File: config.mk
export PLATFORM = sky130hd
export DESIGN_NAME = simd_accumulator
export DESIGN_NICKNAME = d
export VERILOG_FILES = /design/src/rtl/simd_pkg.sv /design/src/rtl/simd_acc_lane.sv /design/src/rtl/simd_accumulator.sv
export SDC_FILE = /design/constraint.sdc
export NUM_CORES = 1
export LEC_CHECK = 0
export CAP_MARGIN = 20
export CORE_MARGIN = 4
export CORE_UTILIZATION = 45
export CTS_CLUSTER_SIZE = 28
export DETAILED_ROUTE_END_ITERATION = 12
export DONT_BUFFER_PORTS = 1
export GPL_TIMING_DRIVEN = 0
export PLACE_DENSITY = 0.59
export REMOVE_ABC_BUFFERS = 1
export SLEW_MARGIN = 40
export SYNTH_ARGS = -nofsm -noshare
export SYNTH_HDL_FRONTEND = slang
export SYNTH_SLANG_ARGS = --single-unit
File: constraint.sdc
create_clock -name clk -period 3.15 [get_ports clk]
set_input_delay 0.4725 -clock clk [delete_from_list [all_inputs] [get_ports clk]]
set_output_delay 0.4725 -clock clk [all_outputs]
set_load 0.05 [all_outputs]
File: src/rtl/simd_pkg.sv
// Shared SIMD definitions: lane geometry defaults, a lane-slice helper,
// the op encodings used by the ALU stage, and the accumulator state enum.
package simd_pkg;

    localparam int N_DEF  = 4;
    localparam int L_DEF  = 16;
    localparam int CW_DEF = 8;
    localparam int W_DEF  = N_DEF * L_DEF;

    // Op encodings shared with the upstream vector/scalar ALU stage
    typedef enum logic [2:0] {
        OP_ADD  = 3'd0,
        OP_SUB  = 3'd1,
        OP_AND  = 3'd2,
        OP_OR   = 3'd3,
        OP_XOR  = 3'd4,
        OP_MUL  = 3'd5,
        OP_PASS = 3'd6
    } simd_op_t;

    // ACC collects beats of a burst, HOLD presents the finished sum
    typedef enum logic {
        ACC  = 1'b0,
        HOLD = 1'b1
    } acc_state_t;

    // Extract lane idx from a default-geometry packed vector
    function automatic logic [L_DEF-1:0] lane_of(input logic [W_DEF-1:0] vec, input int idx);
        return vec[idx*L_DEF +: L_DEF];
    endfunction

endpackage

File: src/rtl/simd_acc_lane.sv
// One accumulator lane: either loads the incoming lane (first beat of a
// burst) or adds it to the running lane sum. Under SIMD_ACC_SAT_EN the add
// is signed saturating and reports an overflow; otherwise it wraps mod 2^L.
module simd_acc_lane #(
    parameter int L = 16
) (
    input  logic         load,
    input  logic [L-1:0] acc,
    input  logic [L-1:0] din,
`ifdef SIMD_ACC_SAT_EN
    output logic         ovf,
`endif
    output logic [L-1:0] sum
);

`ifdef SIMD_ACC_SAT_EN
    logic [L:0] wide;

    // Sign-extended add; a disagreement between the top two bits means overflow
    always_comb begin
        wide = {acc[L-1], acc} + {din[L-1], din};
        sum  = wide[L-1:0];
        ovf  = 1'b0;
        if (load) begin
            sum = din;
        end else if (wide[L] != wide[L-1]) begin
            ovf = 1'b1;
            sum = wide[L] ? {1'b1, {(L-1){1'b0}}} : {1'b0, {(L-1){1'b1}}};
        end
    end
`else
    // Plain modulo-2^L add, matching the wrap arithmetic upstream
    always_comb begin
        sum = load ? din : acc + din;
    end
`endif

endmodule

File: src/rtl/simd_accumulator.sv
// Streaming element-wise accumulator: sums N independent L-bit lanes over a
// burst closed by in_last and hands one result per burst downstream.
// Optional feature macro: SIMD_ACC_SAT_EN (signed saturating lanes + out_sat).
module simd_accumulator
    import simd_pkg::*;
#(
    parameter  int N  = N_DEF,
    parameter  int L  = L_DEF,
    parameter  int CW = CW_DEF,
    localparam int W  = N * L
) (
    input  logic          clk,
    input  logic          rst,
    input  logic          in_valid,
    output logic          in_ready,
    input  logic [W-1:0]  in_data,
    input  logic          in_last,
    output logic          out_valid,
    input  logic          out_ready,
    output logic [W-1:0]  out_data,
`ifdef SIMD_ACC_SAT_EN
    output logic          out_sat,
`endif
    output logic [CW-1:0] out_beats
);

    acc_state_t    state;
    acc_state_t    next_state;
    logic [W-1:0]  acc;
    logic [W-1:0]  lane_sum;
    logic [CW-1:0] count;
    logic [CW-1:0] next_count;
    logic          first;
    logic          accept;
    logic          emit;

    assign accept = in_valid && in_ready;
    assign emit   = out_valid && out_ready;

    // The first beat restarts the count; later beats saturate at all-ones
    assign next_count = first ? CW'(1) : ((&count) ? count : count + CW'(1));

`ifdef SIMD_ACC_SAT_EN
    logic [N-1:0] lane_ovf;
    logic         burst_sat;
    logic         burst_sat_next;

    assign burst_sat_next = (first ? 1'b0 : burst_sat) | (|lane_ovf);
`endif

    genvar g;
    generate
        for (g = 0; g < N; g++) begin : g_lane
            simd_acc_lane #(.L(L)) u_lane (
                .load (first),
                .acc  (acc[g*L +: L]),
                .din  (in_data[g*L +: L]),
`ifdef SIMD_ACC_SAT_EN
                .ovf  (lane_ovf[g]),
`endif
                .sum  (lane_sum[g*L +: L])
            );
        end
    endgenerate

    // State register
    always_ff @(posedge clk) begin
        if (rst) state <= ACC;
        else     state <= next_state;
    end

    // Leave ACC on the accepted last beat, leave HOLD once the result is taken
    always_comb begin
        next_state = state;
        case (state)
            ACC:     if (accept && in_last) next_state = HOLD;
            HOLD:    if (emit)              next_state = ACC;
            default: next_state = ACC;
        endcase
    end

    // Upstream may only push while collecting, and never during reset
    always_comb begin
        in_ready = (state == ACC) && !rst;
    end

    // Running sums, beat count and the registered result presented downstream
    always_ff @(posedge clk) begin
        if (rst) begin
            acc       <= '0;
            count     <= '0;
            first     <= 1'b1;
            out_valid <= 1'b0;
            out_data  <= '0;
            out_beats <= '0;
`ifdef SIMD_ACC_SAT_EN
            burst_sat <= 1'b0;
            out_sat   <= 1'b0;
`endif
        end else begin
            if (accept) begin
                acc   <= lane_sum;
                count <= next_count;
                first <= 1'b0;
`ifdef SIMD_ACC_SAT_EN
                burst_sat <= burst_sat_next;
`endif
                if (in_last) begin
                    out_data  <= lane_sum;
                    out_beats <= next_count;
                    out_valid <= 1'b1;
                    first     <= 1'b1;
`ifdef SIMD_ACC_SAT_EN
                    out_sat   <= burst_sat_next;
`endif
                end
            end
            if (emit) begin
                out_valid <= 1'b0;
            end
        end
    end

endmodule

==> impl_metrics.json, run 1 <==
{
  "clk_pin_slew_worst_paths_ns": 0.07,
  "hold_path_class": "in2reg",
  "placed_cell_area_um2": 8530,
  "p_sw_frac": 0.307,
  "finalCriticalPeriod_ns": 2.76,
  "start_util": 0.460,
  "ir_drop_v": 0.000443,
  "synth_edf_count": 0,
  "ys_top_cells_by_area": "dfxtp_1 (35%), o21ai_0 (10%), ha_1 (9.2%)",
  "cts_sinks": 147,
  "gr-usage-all-layers": 0.195,
  "port_buffers": 0,
  "viasPerCell": 5.66,
  "vias": 6897,
  "synth_compound_area_frac": 0.263,
  "cellPowerDensity_nw_per_um2": 612,
  "crit_type": "reg2reg",
  "pwr-share-seq": 0.408,
  "drt-pass1-iter-count": 4,
  "synth_top_family_by_area": "compound AO/OA/AOI/OAI gates",
  "finalNetCount": 1111,
  "r2r_cells": 7,
  "worstSetupStartpoint": "state",
  "cap_violations": 0,
  "drt_iter0_drc": 230,
  "place_congestion": 0.834,
  "diodes": 0,
  "dp.final_hpwl_um": 14100,
  "synth_simple_gate_area_frac": 0.162,
  "synth_warnings": 0,
  "async_reset_ff_frac": 0,
  "ant_nets": 0,
  "cp-start-kind": "register",
  "finalSetupViolCount": 0,
  "post-cts-setup-buffers": 0,
  "drc": 0,
  "yosys.area.top_type": "dfxtp_1",
  "period_share": 0.875,
  "path_max_fanout": 49,
  "synthXorXnorAreaFrac": 0.0549,
  "tns_ns": 0,
  "cts_buffer_depth": 2,
  "pwr-share-clk": 0.410,
  "fmax_mhz": 363,
  "ioPinCount": 143,
  "grt_pass1_wl_um": 32800,
  "r2r_setup_slack_ns": 0.39,
  "r2r_start": "state",
  "die_x_um": 144,
  "hold_viol": 0,
  "tightest_slew_ns": 0.703,
  "cts_root_buf": "clkbuf_16",
  "hold_start": "rst",
  "clock_skew_ns": 0.00982,
  "post_cts_resized": 0,
  "ys_types": 60,
  "synth_area_um2": 8300,
  "grt_overflow": 0,
  "h-tree-depth": 4,
  "rows": 49,
  "wl_um": 19700,
  "p_switching_mw": 1.73,
  "avgSynthCellArea_um2": 8.21,
  "antenna_found_initial": 0,
  "power.leakage_nw": 3.75,
  "hold_end": "out_beats[7]",
  "synth.yosys.seq_area_share": 0.355,
  "hold_ws_ns": 0.104,
  "cp_data_arrival_time_ns": 3.06,
  "cts_hold_buffers": 0,
  "endpoint_kind": "register",
  "final_common_cell": "o21ai_0",
  "core-area_um2": 18000,
  "syn2layout_area_growth_pct": 10.9,
  "ys_seq_elements": 147,
  "design_area_um2": 9210,
  "p_int_mw": 3.90,
  "die_height_um": 144,
  "detail_route.wl_per_cell_um": 16.1,
  "critPathRequiredTime_ns": 3.45,
  "drive_above_1_share": 0.0687,
  "cts_tree": "yes",
  "status": "finished, final reports clean",
  "layout_common_cells": "o21ai_0 (170), dfxtp_1 (146), nand3_1 (133)",
  "regToRegEndpoint": "out_data[31]",
  "hold_path_depth": 1,
  "cts_buffers": 17,
  "muxShareOfSynthArea": 0.0317,
  "ys.flop_type": "dfxtp_1",
  "grt_pass1_vias": 6564,
  "relSlewSlack": 0.531,
  "power_frac_comb": 0.183,
  "drv_slew": 0,
  "syn_inst": 1011,
  "rsz0062_at_grt": "false",
  "clk_latency_ns": 0.43,
  "synthAdderAreaFrac": 0.102,
  "die_area_um2": 20700,
  "grt_start_max_net_pins": 99,
  "yosys.area.top_type_share": 0.355
}
## synth_stat cells (all sizes together), types with 2 or more instances
cell and n:
o21ai 176, dfxtp 147, nand3 133, nand2 68
a21oi 65, ha 61, nor2 57, clkbuf 36
a21o 33, xnor2 29, buf 24, mux2i 24
xor2 23, a211oi 14, o31ai 13, inv 11
a31oi 10, o21a 10, nor3 8, nand4 7
o21bai 6, and3 4, fa 4, nand2b 4
o211ai 4, a21boi 3, a31o 3, o31a 3
or2 3, a221oi 2, a2bb2oi 2, and2 2
mux2 2, nor2b 2, o21ba 2, o311ai 2
o41ai 2, or3 2
## power by group through the flow
| stage | clock network [mW] | logic (mW) | registers, mW |
|---|---|---|---|
| floorplan | 0 | 0.824 | 2.32 |
| global placement | 0 | 0.994 | 2.35 |
| CTS | 2.38 | 1.04 | 2.30 |
| global route | 2.45 | 1.18 | 2.32 |
| detailed placement | 0 | 1.03 | 2.34 |
| finish | 2.31 | 1.03 | 2.30 |
## worst max path at each step
stage | endpoint | slack [ns] | cells past startpoint
after floorplan | out_valid | -0.97 | 5
after global routing | out_data[31] | 0.17 | 7
final | out_data[31] | 0.39 | 7
after detailed placement | out_data[31] | 0.19 | 7
after global placement | out_data[14] | -2.63 | 6
after CTS | out_data[31] | 0.32 | 7
## stage by stage
step / power, mW / worst slack [ns] / std cells / util
after floorplan: 3.14 / -0.975 / 951 / -
after global placement: 3.34 / -2.63 / 1180 / 0.464
after detailed placement: 3.37 / 0.191 / 1187 / 0.473
after CTS: 5.72 / 0.322 / 1219 / 0.511
after global routing: 5.94 / 0.167 / 1219 / 0.511
final: 5.64 / 0.394 / 1219 / 0.511
## registers in the layout (all words and copies together), names as in the netlist
signal,cells
state,1
first,1
out_data,64
out_beats,8
acc,64
out_valid,1
count,8
## worst max-delay path, stage by stage (launching register included)
cell     delay, ns
dfxtp_1       0.32
nor2_2        0.56
and2_1        0.68
nand2_4       0.36
buf_12        0.29
a31oi_1       0.19
o31a_1        0.15
o21ai_0       0.07
## logic make-up after synthesis
logic type,count (synthesis)
mux,26
compound gates,358
fa+ha+maj,65
simple gates,292
xor+xnor,52
flops,147
buf+inv,71
## final cells by class
| type | instances | area, um^2 |
|---|---|---|
| clock buffer | 19 | 453 |
| sequential | 147 | 2950 |
| clock inverter | 13 | 219 |
| fill | 1745 | 8820 |
| multi-input combinational | 793 | 5100 |
| tap | 229 | 287 |
| timing repair buffer | 7 | 148 |
| inverter | 11 | 51.3 |
## routing by layer
layer / vias to the layer above / GRT usage / part of all wire
met2: 130 / 0.310 / 0.44
li1: 3640 / - / -
met5: - / 0 / 0
met3: 18 / 0.0652 / 0.072
met4: 0 / 0.0535 / 0.013
met1: 3109 / 0.255 / 0.47
Note: power is estimated with default switching activity, not from simulation.
==> run 2: changes to the inputs <==
--- a/config.mk
+++ b/config.mk
@@ -14,7 +14,8 @@
 export GPL_TIMING_DRIVEN = 0
 export PLACE_DENSITY = 0.59
 export REMOVE_ABC_BUFFERS = 1
-export SLEW_MARGIN = 40
+export SKIP_CTS_REPAIR_TIMING = 1
+export SLEW_MARGIN = 20
 export SYNTH_ARGS = -nofsm -noshare
 export SYNTH_HDL_FRONTEND = slang
 export SYNTH_SLANG_ARGS = --single-unit
==> run 2 against run 1 <==
Against the previous run:
- via count shrank 0.16%
- critical path type unchanged
- clock-buffer cell count is the same
- power shrank 3.8%
- die area is the same
- wire length shrank 0.15%
- design area shrank 1.1%
==> impl_metrics.json, run 2 (synthesis results as in run 1) <==
{
  "port_buffers": 0,
  "power_frac_comb": 0.189,
  "status": "finished, final reports clean",
  "die_x_um": 144,
  "rows": 49,
  "cts_tree": "yes",
  "cp_data_arrival_time_ns": 3.04,
  "final_common_cell": "o21ai_0",
  "clk_pin_slew_worst_paths_ns": 0.06,
  "tns_ns": 0,
  "die_area_um2": 20700,
  "clock_skew_ns": 0.00857,
  "endpoint_kind": "register",
  "wl_um": 19700,
  "grt_start_max_net_pins": 99,
  "core-area_um2": 18000,
  "design_area_um2": 9100,
  "finalSetupViolCount": 0,
  "finalPower_mw": 5.42,
  "period_share": 0.874,
  "ir_drop_v": 0.000397,
  "place_congestion": 0.834,
  "die_height_um": 144,
  "top_regs": "acc (64), out_data (64)",
  "clk_latency_ns": 0.42,
  "cts_buffer_depth": 2,
  "layout_common_cells": "o21ai_0 (170), dfxtp_1 (146), nand3_1 (133)",
  "pwr-share-seq": 0.424,
  "final_cells": 1214,
  "finalNetCount": 1109,
  "fmax_mhz": 363,
  "p_int_mw": 3.77,
  "crit_path_max_incr_delay_ns": 0.69,
  "placed_cell_area_um2": 8500,
  "path_max_fanout": 49,
  "dp.final_hpwl_um": 13800,
  "path_cells": "nor2_2, and2_1, nand2_4, buf_12, a31oi_1, o31a_1, o21ai_0",
  "cellPowerDensity_nw_per_um2": 596,
  "start_util": 0.460,
  "gr-usage-all-layers": 0.194,
  "grt_pass1_vias": 6581,
  "viasPerCell": 5.67,
  "drc": 0,
  "hold_path_class": "in2reg",
  "rsz0062_at_grt": "false",
  "post-route-util": 0.505,
  "diodes": 0,
  "tightest_slew_ns": 0.718,
  "drv_slew": 0,
  "hold_viol": 0,
  "detail_route.wl_per_cell_um": 16.2,
  "grt_overflow": 0,
  "dp_slack_ns": -0.141,
  "relSlewSlack": 0.521,
  "pwr-share-clk": 0.387,
  "p_sw_frac": 0.305,
  "syn2layout_area_growth_pct": 9.68,
  "drive_above_1_share": 0.0629,
  "drt_iter0_drc": 248,
  "setup_slack_ns": 0.397,
  "ioPinCount": 143,
  "cts_sinks": 147,
  "ant_nets": 0,
  "cts_buffers": 17,
  "antenna_found_initial": 0,
  "grt_pass1_wl_um": 32700,
  "h-tree-depth": 4,
  "cap_violations": 0,
  "finalCriticalPeriod_ns": 2.75,
  "cts_root_buf": "clkbuf_16",
  "drt-pass1-iter-count": 5,
  "cp-start-kind": "register",
  "hold_ws_ns": 0.119,
  "crit_type": "reg2reg",
  "vias": 6886,
  "slowest_stage": "and2_1",
  "power.leakage_nw": 3.69,
  "critPathRequiredTime_ns": 3.44,
  "p_switching_mw": 1.65,
  "place_inst": 1185
}
==> run 2: cell types whose count changed in the layout (fill, tap and decap cells not counted), sizes merged <==
cell      before  now
bufinv         5    4
clkinvlp       1    2
inv           15   12
buf            7    5
==> run 2: worst paths after layout <==
path | cells past startpoint | slack [ns] | start | end
worst min-delay path | 1 | 0.12 | rst | out_beats[7]
worst max register to register | 7 | 0.40 | state | out_data[31]
worst min register to register | 2 | 0.46 | acc[63] | acc[63]
worst max-delay path | 7 | 0.40 | state | out_data[31]
==> run 2: cell type report <==
type,count,area (um^2)
multi-input combinational,793,5100
fill,1760,8920
tap,229,287
timing repair buffer,5,115
sequential,147,2950
inverter,11,48.8
clock inverter,10,159
clock buffer,19,443
==> run 2: power by group through the flow <==
stage	clock network, mW	logic [mW]	registers (mW)
4_1_cts	2.17	1.03	2.30
6_report	2.10	1.02	2.30
5_1_grt	2.26	1.17	2.32
3_5_place_dp	0	1.02	2.34
3_3_place_gp	0	0.994	2.35
2_1_floorplan	0	0.824	2.32
==> run 2: per-layer routing <==
layer,wire length [um],share of wire,global-route usage
met1,9330,0.47,0.255
met4,239,0.012,0.0505
met3,1440,0.073,0.0729
met5,0,0,0
met2,8650,0.44,0.303
==> run 2: critical path: cells and delay by family, from the launching register on <==
kind            cells  cell delay [ns]
buf+inv             1             0.29
simple gates        3             1.61
compound gates      3             0.41
flops               1             0.32
==> run 3: changes to the inputs <==
--- a/config.mk
+++ b/config.mk
@@ -5,13 +5,14 @@
 export SDC_FILE = /design/constraint.sdc
 export NUM_CORES = 1
 export LEC_CHECK = 0
-export CAP_MARGIN = 20
+export CORE_ASPECT_RATIO = 0.9
 export CORE_MARGIN = 4
 export CORE_UTILIZATION = 45
 export CTS_CLUSTER_SIZE = 28
 export DETAILED_ROUTE_END_ITERATION = 12
 export DONT_BUFFER_PORTS = 1
 export GPL_TIMING_DRIVEN = 0
+export MAX_ROUTING_LAYER = met4
 export PLACE_DENSITY = 0.59
 export REMOVE_ABC_BUFFERS = 1
 export SKIP_CTS_REPAIR_TIMING = 1
==> run 3 against run 2 <==
Against the previous run:
- cell count increased by 1.1%
- critical path type unchanged
- via count about the same
- worst setup slack got worse by 0.17 ns
- die area about the same
- sequential share of layout area decreased by 0.13 points
- largest power group unchanged
==> impl_metrics.json, run 3 (synthesis results as in run 1) <==
{
  "design_area_um2": 9140,
  "clk_pin_slew_worst_paths_ns": 0.06,
  "drt_iter0_drc": 247,
  "grt_overflow": 0,
  "ioPinCount": 143,
  "wl_um": 19700,
  "rows": 46,
  "grt_pass1_wl_um": 32700,
  "drive_above_1_share": 0.0659,
  "gr-usage-all-layers": 0.201,
  "diodes": 0,
  "crit_path_max_incr_delay_ns": 0.74,
  "hold_ws_ns": 0.110,
  "die_area_um2": 20700,
  "tns_ns": 0,
  "core-area_um2": 17800,
  "ant_nets": 0,
  "post-route-util": 0.512,
  "vias": 6892,
  "grt_start_max_net_pins": 85,
  "drv_slew": 0,
  "layout_common_cells": "o21ai_0 (170), dfxtp_1 (146), nand3_1 (133)",
  "dp.final_hpwl_um": 13700,
  "syn2layout_area_growth_pct": 10.1,
  "start_util": 0.465,
  "cts_tree": "yes",
  "drc": 0,
  "slowest_stage": "and2_1",
  "crit_type": "reg2reg",
  "relSlewSlack": 0.482,
  "port_buffers": 0,
  "tightest_slew_ns": 0.776,
  "cellPowerDensity_nw_per_um2": 600,
  "cts_buffers": 17,
  "grt_pass1_vias": 6543,
  "cp-start-kind": "register",
  "path_max_fanout": 84,
  "period_share": 0.928,
  "detail_route.wl_per_cell_um": 16.1,
  "viasPerCell": 5.62,
  "cts_buffer_depth": 2,
  "clock_skew_ns": 0.0158,
  "final_common_cell": "o21ai_0",
  "hold_path_class": "in2reg",
  "fmax_mhz": 342,
  "ir_drop_v": 0.000356,
  "top_regs": "acc (64), out_data (64)",
  "hold_viol": 0,
  "finalCriticalPeriod_ns": 2.92,
  "endpoint_kind": "register",
  "finalPower_mw": 5.49,
  "antenna_found_initial": 0,
  "power.leakage_nw": 3.70,
  "rsz0062_at_grt": "false",
  "placed_cell_area_um2": 8490,
  "clk_latency_ns": 0.42,
  "h-tree-depth": 4,
  "die_height_um": 137,
  "critPathRequiredTime_ns": 3.44,
  "status": "finished, final reports clean",
  "finalNetCount": 1108,
  "cts_sinks": 147,
  "cap_violations": 0,
  "cp_data_arrival_time_ns": 3.22,
  "die_x_um": 151,
  "finalSetupViolCount": 0,
  "cts_root_buf": "clkbuf_16",
  "path_cells": "nor2_2, and2_1, nand2_8, buf_12, a31oi_1, o31a_1, o21ai_0",
  "place_congestion": 0.831,
  "drt-pass1-iter-count": 4
}
run 3: through the flow:
stage                     worst slack (ns)  cells
after floorplan                     -0.975    951
after global placement               -2.65   1191
after detailed placement            -0.464   1195
after CTS                           -0.353   1227
after global routing               0.00823   1227
final                                0.228   1227
run 3: power by group:
group          internal [mW]  leakage, nW  total (mW)  switching, mW
clock network           1.36        0.307        2.16          0.802
logic                  0.434         2.18        1.03          0.592
registers               2.00         1.21        2.30          0.296
run 3: worst paths after layout:
kind / from / to / slack (ns) / cells past startpoint
max: state / out_data[31] / 0.23 / 7
min: rst / out_beats[7] / 0.11 / 1
max reg2reg: state / out_data[31] / 0.23 / 7
min reg2reg: acc[38] / acc[38] / 0.47 / 2
run 3: layer usage:
metal	track usage	routed length (um)	vias up	part of all wire
li1	-	-	3640	-
met1	0.251	9260	3115	0.47
met2	0.316	8790	124	0.45
met3	0.0675	1460	13	0.074
met4	0.0488	197	0	0.010
met5	-	0	-	0
run 3: final cells by class:
type	instances	area, um^2
clock buffers	21	492
clock inverters	11	145
fillers	1758	8700
inverters	11	48.8
multi-input cells	793	5110
flip-flops and latches	147	2950
well taps	240	300
repair buffers	4	95.1
run 3: worst max-delay path: cells and delay by family, from the launching register on:
kind | cells | cell delay, ns
AOI/OAI and AO/OA | 3 | 0.39
buffers and inverters | 1 | 0.32
DFF | 1 | 0.34
and+or+nand+nor | 3 | 1.74
